## config.mk

```make
export PLATFORM = sky130hd
export DESIGN_NAME = opl3_slot_sequencer_flat
export DESIGN_NICKNAME = d
export VERILOG_FILES = /design/src/rtl/opl3_slot_sequencer_if.sv /design/src/rtl/opl3_slot_sequencer.sv /design/src/flat_wrapper.sv
export SDC_FILE = /design/constraint.sdc
export NUM_CORES = 1
export LEC_CHECK = 0
export BUFFER_PORTS_ARGS = -buffer_cell sky130_fd_sc_hd__buf_2
export CAP_MARGIN = 10
export CORE_ASPECT_RATIO = 1.75
export CORE_UTILIZATION = 47
export DETAILED_ROUTE_END_ITERATION = 8
export GPL_ROUTABILITY_DRIVEN = 1
export GPL_TIMING_DRIVEN = 0
export HOLD_SLACK_MARGIN = 0.1
export PLACE_DENSITY = 0.74
export REMOVE_ABC_BUFFERS = 1
export SLEW_MARGIN = 5
export SYNTH_ARGS = -nofsm -noshare
export SYNTH_HDL_FRONTEND = slang
export SYNTH_SLANG_ARGS = --single-unit
```

## constraint.sdc

```tcl
create_clock -name clk -period 2.06 [get_ports clk]
set_input_delay 0.103 -clock clk [delete_from_list [all_inputs] [get_ports clk]]
set_output_delay 0.103 -clock clk [all_outputs]
set_load 0.05 [all_outputs]
```

## src/rtl/opl3_slot_sequencer_if.sv

```systemverilog
// ----------------------------------------------------------------------------
// opl3_slot_sequencer_if
//   Host register-file write handshake used by the OPL3 slot sequencer.
//   The host (master) raises host_wr_req with a stable {bank, address} and
//   data word and holds them until the sequencer (slave) returns a one-cycle
//   host_wr_ack.
//
//   host_wr_req    master -> slave  write request
//   host_wr_addr   master -> slave  {bank, address}, ADDR_WIDTH+1 bits
//   host_wr_data   master -> slave  write data, DATA_WIDTH bits
//   host_wr_ack    slave  -> master one-cycle grant
// ----------------------------------------------------------------------------
interface opl3_slot_sequencer_if #(
   parameter int ADDR_WIDTH = 8,
   parameter int DATA_WIDTH = 8
);
   logic                  host_wr_req;
   logic [ADDR_WIDTH:0]   host_wr_addr;
   logic [DATA_WIDTH-1:0] host_wr_data;
   logic                  host_wr_ack;

   modport master (
      output host_wr_req,
      output host_wr_addr,
      output host_wr_data,
      input  host_wr_ack
   );

   modport slave (
      input  host_wr_req,
      input  host_wr_addr,
      input  host_wr_data,
      output host_wr_ack
   );
endinterface

```

## src/rtl/opl3_slot_sequencer.sv

```systemverilog
// ----------------------------------------------------------------------------
// opl3_slot_sequencer
//   Master timing controller for the OPL3 datapath.
//   - Divides clk into a one-cycle sample strobe every CLK_DIV clocks.
//   - After each sample strobe, walks the shared operator pipeline through all
//     NUM_BANKS*OPS_PER_BANK slots, SLOT_SPACING clocks per slot, flagging the
//     first cycle of every slot (the slot-latch cycle) and the final cycle of
//     the last slot.
//   - Arbitrates host register-file writes so a write never lands on a
//     slot-latch cycle, when the operator pipeline samples register contents.
//
// Ports
//   clk               master clock
//   reset             asynchronous reset, active-high
//   host              host write handshake (slave side)
//   sample_clk_en     one-cycle pulse per CLK_DIV clocks
//   op_sample_clk_en  one-cycle pulse on the first cycle of each slot
//   bank_num          bank of the current slot
//   op_num            operator index within the bank
//   frame_done        one-cycle pulse on the final cycle of the last slot
//   regfile_wr_en     register-file write strobe (coincident with ack)
//   regfile_wr_addr   registered {bank, address} of the granted write
//   regfile_wr_data   registered data of the granted write
//
// All outputs are registered.
// ----------------------------------------------------------------------------
module opl3_slot_sequencer #(
   parameter int CLK_DIV      = 256,
   parameter int NUM_BANKS    = 2,
   parameter int OPS_PER_BANK = 18,
   parameter int SLOT_SPACING = 4,
   parameter int ADDR_WIDTH   = 8,
   parameter int DATA_WIDTH   = 8
) (
   input  logic                  clk,
   input  logic                  reset,
   opl3_slot_sequencer_if.slave  host,
   output logic                  sample_clk_en,
   output logic                  op_sample_clk_en,
   output logic                  bank_num,
   output logic [4:0]            op_num,
   output logic                  frame_done,
   output logic                  regfile_wr_en,
   output logic [ADDR_WIDTH:0]   regfile_wr_addr,
   output logic [DATA_WIDTH-1:0] regfile_wr_data
);

   localparam int NUM_SLOTS = NUM_BANKS * OPS_PER_BANK;
   localparam int LAST_SLOT = NUM_SLOTS - 1;
   localparam int CNT_W     = (CLK_DIV > 1) ? $clog2(CLK_DIV) : 1;
   localparam int SLOT_W    = (NUM_SLOTS > 1) ? $clog2(NUM_SLOTS) : 1;
   localparam int PHASE_W   = (SLOT_SPACING > 1) ? $clog2(SLOT_SPACING) : 1;

   // A frame must finish before the next sample strobe arrives.
   if (NUM_SLOTS * SLOT_SPACING >= CLK_DIV) begin : g_bad_cfg
      $error("opl3_slot_sequencer: NUM_BANKS*OPS_PER_BANK*SLOT_SPACING must be < CLK_DIV");
   end

   typedef enum logic [0:0] {
      ST_IDLE = 1'b0,
      ST_RUN  = 1'b1
   } state_t;

   state_t                state_r;
   logic [CNT_W-1:0]      cnt_r;
   logic [SLOT_W-1:0]     slot_r;
   logic [PHASE_W-1:0]    phase_r;
   logic                  sample_clk_en_r;
   logic                  op_sample_clk_en_r;
   logic                  bank_r;
   logic [4:0]            op_r;
   logic                  frame_done_r;
   logic                  host_wr_ack_r;
   logic                  regfile_wr_en_r;
   logic [ADDR_WIDTH:0]   regfile_wr_addr_r;
   logic [DATA_WIDTH-1:0] regfile_wr_data_r;

   logic                  slot_end_s;
   logic                  last_slot_s;
   logic                  latch_next_s;
   logic                  frame_next_s;
   logic                  grant_s;

   // Sample-rate divider: free-running count, strobe registered on the wrap value.
   always_ff @(posedge clk or posedge reset) begin
      if (reset) begin
         cnt_r           <= CNT_W'(0);
         sample_clk_en_r <= 1'b0;
      end else begin
         sample_clk_en_r <= (cnt_r == CNT_W'(CLK_DIV - 1));
         if (cnt_r == CNT_W'(CLK_DIV - 1)) begin
            cnt_r <= CNT_W'(0);
         end else begin
            cnt_r <= cnt_r + CNT_W'(1);
         end
      end
   end

   // Look-ahead: will the next cycle be a slot-latch cycle / the frame's final cycle?
   // The write arbiter needs the latch look-ahead to keep writes off latch cycles.
   always_comb begin
      slot_end_s   = (phase_r == PHASE_W'(SLOT_SPACING - 1));
      last_slot_s  = (slot_r == SLOT_W'(LAST_SLOT));
      latch_next_s = 1'b0;
      frame_next_s = 1'b0;
      if (sample_clk_en_r) begin
         // A sample strobe always (re)starts the frame at slot 0.
         latch_next_s = 1'b1;
         frame_next_s = (NUM_SLOTS == 1) && (SLOT_SPACING == 1);
      end else if (state_r == ST_RUN) begin
         if (slot_end_s) begin
            latch_next_s = !last_slot_s;
            frame_next_s = (SLOT_SPACING == 1) && (slot_r == SLOT_W'(LAST_SLOT - 1));
         end else begin
            latch_next_s = 1'b0;
            frame_next_s = last_slot_s && (phase_r == PHASE_W'(SLOT_SPACING - 2));
         end
      end else begin
         latch_next_s = 1'b0;
         frame_next_s = 1'b0;
      end
   end

   // Slot FSM: steps slot/phase, tracks bank/operator, drives latch and frame strobes.
   always_ff @(posedge clk or posedge reset) begin
      if (reset) begin
         state_r            <= ST_IDLE;
         slot_r             <= SLOT_W'(0);
         phase_r            <= PHASE_W'(0);
         bank_r             <= 1'b0;
         op_r               <= 5'd0;
         op_sample_clk_en_r <= 1'b0;
         frame_done_r       <= 1'b0;
      end else begin
         op_sample_clk_en_r <= latch_next_s;
         frame_done_r       <= frame_next_s;
         if (sample_clk_en_r) begin
            state_r <= ST_RUN;
            slot_r  <= SLOT_W'(0);
            phase_r <= PHASE_W'(0);
            bank_r  <= 1'b0;
            op_r    <= 5'd0;
         end else if (state_r == ST_RUN) begin
            if (slot_end_s) begin
               phase_r <= PHASE_W'(0);
               if (last_slot_s) begin
                  // bank/op keep showing the last slot while idle.
                  state_r <= ST_IDLE;
                  slot_r  <= SLOT_W'(0);
               end else begin
                  slot_r <= slot_r + SLOT_W'(1);
                  if (op_r == 5'(OPS_PER_BANK - 1)) begin
                     op_r   <= 5'd0;
                     bank_r <= bank_r + 1'b1;
                  end else begin
                     op_r   <= op_r + 5'd1;
                  end
               end
            end else begin
               phase_r <= phase_r + PHASE_W'(1);
            end
         end else begin
            state_r <= ST_IDLE;
         end
      end
   end

   // Write grant: never two acks in a row, never into a slot-latch cycle.
   always_comb begin
      grant_s = host.host_wr_req && !host_wr_ack_r && !latch_next_s;
   end

   // Host write arbiter: registers the granted address/data alongside ack/strobe.
   always_ff @(posedge clk or posedge reset) begin
      if (reset) begin
         host_wr_ack_r     <= 1'b0;
         regfile_wr_en_r   <= 1'b0;
         regfile_wr_addr_r <= (ADDR_WIDTH + 1)'(0);
         regfile_wr_data_r <= DATA_WIDTH'(0);
      end else begin
         host_wr_ack_r   <= grant_s;
         regfile_wr_en_r <= grant_s;
         if (grant_s) begin
            regfile_wr_addr_r <= host.host_wr_addr;
            regfile_wr_data_r <= host.host_wr_data;
         end else begin
            regfile_wr_addr_r <= regfile_wr_addr_r;
            regfile_wr_data_r <= regfile_wr_data_r;
         end
      end
   end

   assign sample_clk_en    = sample_clk_en_r;
   assign op_sample_clk_en = op_sample_clk_en_r;
   assign bank_num         = bank_r;
   assign op_num           = op_r;
   assign frame_done       = frame_done_r;
   assign host.host_wr_ack = host_wr_ack_r;
   assign regfile_wr_en    = regfile_wr_en_r;
   assign regfile_wr_addr  = regfile_wr_addr_r;
   assign regfile_wr_data  = regfile_wr_data_r;

endmodule

```

## src/flat_wrapper.sv

```systemverilog
// flat-port wrapper written by rule: the top's interface ports become plain ports
module opl3_slot_sequencer_flat 
#(
   parameter int CLK_DIV      = 256,
   parameter int NUM_BANKS    = 2,
   parameter int OPS_PER_BANK = 18,
   parameter int SLOT_SPACING = 4,
   parameter int ADDR_WIDTH   = 8,
   parameter int DATA_WIDTH   = 8
)
  (clk, reset, sample_clk_en, op_sample_clk_en, bank_num, op_num, frame_done, regfile_wr_en, regfile_wr_addr, regfile_wr_data, host_host_wr_req, host_host_wr_addr, host_host_wr_data, host_host_wr_ack);
  opl3_slot_sequencer_if #(.ADDR_WIDTH(ADDR_WIDTH), .DATA_WIDTH(DATA_WIDTH)) host_i ();
  input  logic clk;
  input  logic reset;
  output logic sample_clk_en;
  output logic op_sample_clk_en;
  output logic bank_num;
  output logic [4:0] op_num;
  output logic frame_done;
  output logic regfile_wr_en;
  output logic [ADDR_WIDTH:0] regfile_wr_addr;
  output logic [DATA_WIDTH-1:0] regfile_wr_data;
  input wire logic [$bits(host_i.host_wr_req)-1:0] host_host_wr_req;
  input wire logic [$bits(host_i.host_wr_addr)-1:0] host_host_wr_addr;
  input wire logic [$bits(host_i.host_wr_data)-1:0] host_host_wr_data;
  output wire logic [$bits(host_i.host_wr_ack)-1:0] host_host_wr_ack;
  assign host_i.host_wr_req = host_host_wr_req;
  assign host_i.host_wr_addr = host_host_wr_addr;
  assign host_i.host_wr_data = host_host_wr_data;
  assign host_host_wr_ack = host_i.host_wr_ack;
  opl3_slot_sequencer #(.CLK_DIV(CLK_DIV), .NUM_BANKS(NUM_BANKS), .OPS_PER_BANK(OPS_PER_BANK), .SLOT_SPACING(SLOT_SPACING), .ADDR_WIDTH(ADDR_WIDTH), .DATA_WIDTH(DATA_WIDTH)) u_core (.clk(clk), .reset(reset), .host(host_i), .sample_clk_en(sample_clk_en), .op_sample_clk_en(op_sample_clk_en), .bank_num(bank_num), .op_num(op_num), .frame_done(frame_done), .regfile_wr_en(regfile_wr_en), .regfile_wr_addr(regfile_wr_addr), .regfile_wr_data(regfile_wr_data));
endmodule
```

==> results.json <==
{
  "cts.sinks": 44,
  "worstMarginPinSlew_ns": 0.808,
  "place_ws_ns": -0.775,
  "wl_mm": 4.31,
  "grt_pass1_wl_mm": 6.99,
  "outcome": "finished clean",
  "fmax_mhz": 491,
  "finalCritPeriodShare": 0.990,
  "die_w_um": 51.1,
  "yosysWarnings": 0,
  "dpl.hpwl_mm": 2.64,
  "maxCapViolations": 0,
  "htreeDepth": 2,
  "grt_pass1_vias": 1560,
  "synth.distinct_cells": 35,
  "dr.first_iter.drc_count": 36,
  "finClkSkew_ns": 0.00708,
  "cp_data_arrival_time_ns": 2.23,
  "setup_viol": 0,
  "path_buf_inv": 0,
  "r2r-end": "u_core.regfile_wr_addr[1]$_DFFE_PP0P_",
  "ys_ff_latch": 44,
  "min_to": "u_core.host.host_wr_ack$_DFF_PP0_",
  "root_buffer": "clkbuf_8",
  "grt_usage": 0.219,
  "hp-class": "primary input to register",
  "nets": 263,
  "power_w": 0.00190,
  "yosysTopAreaCell": "dfrtp_1",
  "intPower_w": 0.00133,
  "critical_path_required_ns": 2.25,
  "syn2layout_area_growth_pct": 31.5,
  "rrSetupSlack_ns": 0.02,
  "placed_cells": 253,
  "syn_inst": 165,
  "p_per_area_mw_per_mm2": 730,
  "grt_antenna_before_repair": 0,
  "antenna_left": 0,
  "async_flop_share": 1.00,
  "wl_per_cell_um": 15.1,
  "crit_slowest_cell": "or4b_4",
  "fin_crit_ns": 2.04,
  "drc": 0,
  "insertion_delay_ns": 0.30,
  "pwr-share-clk": 0.295,
  "swShare": 0.303,
  "critPathMaxFanout": 5,
  "irDropWorstVdd_mv": 0.592,
  "avgSynthCellArea_um2": 12.0,
  "num_antenna_cells": 0,
  "drv_slew": 0,
  "ys.flop_type": "dfrtp_1",
  "reg2reg_depth": 5,
  "coreArea_mm2": 0.00394,
  "worstSetupPathType": "register to register",
  "place.gp.congestion": 0.759,
  "fp.dieArea_mm2": 0.00449,
  "initial_core_util": 0.503,
  "max_stage_delay_ns": 0.59,
  "final_cells": 286,
  "p_leak_nw": 1.29,
  "post-route-util": 0.662,
  "die_y_um": 87.9,
  "yosysSeqAreaShare": 0.555,
  "crit_path_end_kind": "register",
  "syn_area_mm2": 0.00198,
  "drtPass1Iterations": 5,
  "cts_tree": "done",
  "combPwrFrac": 0.211,
  "io_buffers": 47,
  "numCtsBuffers": 5,
  "pwr-share-seq": 0.494,
  "worst_setup_path_start_kind": "register",
  "vias_per_cell": 5.31,
  "synth_area_leaders": "dfrtp_1, mux2_4, mux2_2, ha_1, nand3_1",
  "via_count": 1519,
  "layout_setup_ws_ns": 0.0213,
  "path_cells": "ha_2 > nor4b_4 > a21oi_4 > or4b_4 > mux2_4",
  "whs_ns": 0.306,
  "grt_max_degree": 26,
  "yosysTopAreaCellShare": 0.555,
  "cp_top_family": "simple AND/OR/NAND/NOR gates",
  "relSlewSlack": 0.454,
  "rr_startpoint": "u_core.slot_r[0]$_DFFE_PP0P_",
  "grt.overflow.total": 0,
  "clockBufferDepth": 2,
  "hold_start": "host_host_wr_req",
  "io_pins": 48,
  "drive_above_1_share": 0.370,
  "power_switching_w": 0.000576,
  "rows": 30,
  "synth_enable_flop_cells": 0,
  "hold_depth": 3,
  "clk_pin_slew_ns": 0.08,
  "finalHoldViolations": 0
}
synthesized netlist by cell type, types with 2 or more instances:
cell and number:
mux2_4 9, o21ai_0 5, ha_1 6, a31o_2 2, dfrtp_1 44, o31ai_1 2, inv_1 6, xnor2_1 2
nand3_1 11, nand2_1 9, clkbuf_1 4, a211oi_1 2, nand4_1 3, mux2_2 9, nor2_1 12, nor3_1 5
nand2b_1 4, a21oi_1 9, xor2_1 5
cell type report:
class / instances / area [um2]
clock buffer: 8 / 90.1
timing repair buffer: 71 / 480
inverter: 6 / 22.5
tap: 48 / 60.1
fill: 303 / 1330
multi-input combinational: 109 / 853
sequential: 44 / 1100
cell families (layout without fill, tap and decap cells):
logic type	count (synthesis)	after routing	synth area share
AO/OA/AOI/OAI	24	24	0.0751
buffers and inverters	14	85	0.0385
flip-flops	44	44	0.555
multiplexers	19	19	0.124
AND/OR/NAND/NOR	51	53	0.138
adder cells (fa/ha/maj)	6	6	0.0379
XOR/XNOR	7	7	0.0309
worst max path at each step:
| stage | startpoint | end | cells past startpoint |
|---|---|---|---|
| after detailed placement | u_core.phase_r[1]$_DFFE_PP0P_ | u_core.regfile_wr_data[5]$_DFFE_PP0P_ | 5 |
| final | u_core.slot_r[0]$_DFFE_PP0P_ | u_core.regfile_wr_addr[1]$_DFFE_PP0P_ | 5 |
| after global placement | u_core.phase_r[1]$_DFFE_PP0P_ | u_core.regfile_wr_data[2]$_DFFE_PP0P_ | 5 |
| after floorplan | u_core.slot_r[3]$_DFFE_PP0P_ | u_core.regfile_wr_addr[0]$_DFFE_PP0P_ | 4 |
| after global routing | u_core.slot_r[0]$_DFFE_PP0P_ | u_core.regfile_wr_data[5]$_DFFE_PP0P_ | 5 |
| after CTS | u_core.slot_r[0]$_DFFE_PP0P_ | u_core.regfile_wr_addr[1]$_DFFE_PP0P_ | 5 |
metal layers:
layer  up-vias  routed length, um  track usage
met5         -                  0            0
met4         0                172        0.141
met3        14                127       0.0625
met2        35               2330        0.370
met1       748               1680        0.235
li1        722                  -            -
power by group through the flow:
stage | Combinational (W) | Clock [W] | Sequential [W]
finish | 0.000401 | 0.000561 | 0.000941
global route | 0.000420 | 0.000610 | 0.000948
CTS | 0.000404 | 0.000570 | 0.000941
detailed placement | 0.000373 | 0 | 0.000955
global placement | 0.000361 | 0 | 0.000953
floorplan | 0.0000881 | 0 | 0.00114
cell usage in the layout (no fill, tap or decap), types with 4 or more instances in the layout:
cell	n
a21oi_1	8
buf_2	47
buf_4	5
clkbuf_8	6
dfrtp_1	44
dlygate4sd3_1	18
ha_1	5
inv_1	5
mux2_2	9
mux2_4	9
nand2_1	8
nand2b_1	4
nand3_1	11
nor2_1	12
nor3_1	5
o21ai_0	5
xor2_1	5
flip-flops by register name (all words and copies together), names as in the netlist:
| signal | flops |
|---|---|
| u_core.bank_num | 1 |
| u_core.cnt_r | 8 |
| u_core.frame_done | 1 |
| u_core.host.host_wr_ack | 1 |
| u_core.op_num | 5 |
| u_core.op_sample_clk_en | 1 |
| u_core.phase_r | 2 |
| u_core.regfile_wr_addr | 9 |
| u_core.regfile_wr_data | 8 |
| u_core.sample_clk_en | 1 |
| u_core.slot_r | 6 |
| u_core.state_r | 1 |
per-stage QoR:
step	area (um2)	TNS [ns]
final	2610	0
after global routing	2610	-0.136
after CTS	2590	0
after detailed placement	2250	-13.34
after global placement	2220	-12.40
after floorplan	1930	-6.23
worst reg2reg max path, stage by stage, from the launching register on:
cell and delay (ns):
dfrtp_1 0.38, ha_2 0.20, nor4b_4 0.29, a21oi_4 0.14
or4b_4 0.59, mux2_4 0.33
timing repair:
| action | in CTS | in global routing |
|---|---|---|
| cloned | 2 | 0 |
| pin swaps | 2 | 4 |
| endpoints found under the hold margin | 37 | 0 |
| gates resized for setup | 5 | 2 |
| hold buffers | 18 | 0 |
| endpoints found under the setup margin | 18 | 17 |
| buffers inserted | 3 | 2 |
Power figures use the tool's default switching activity.
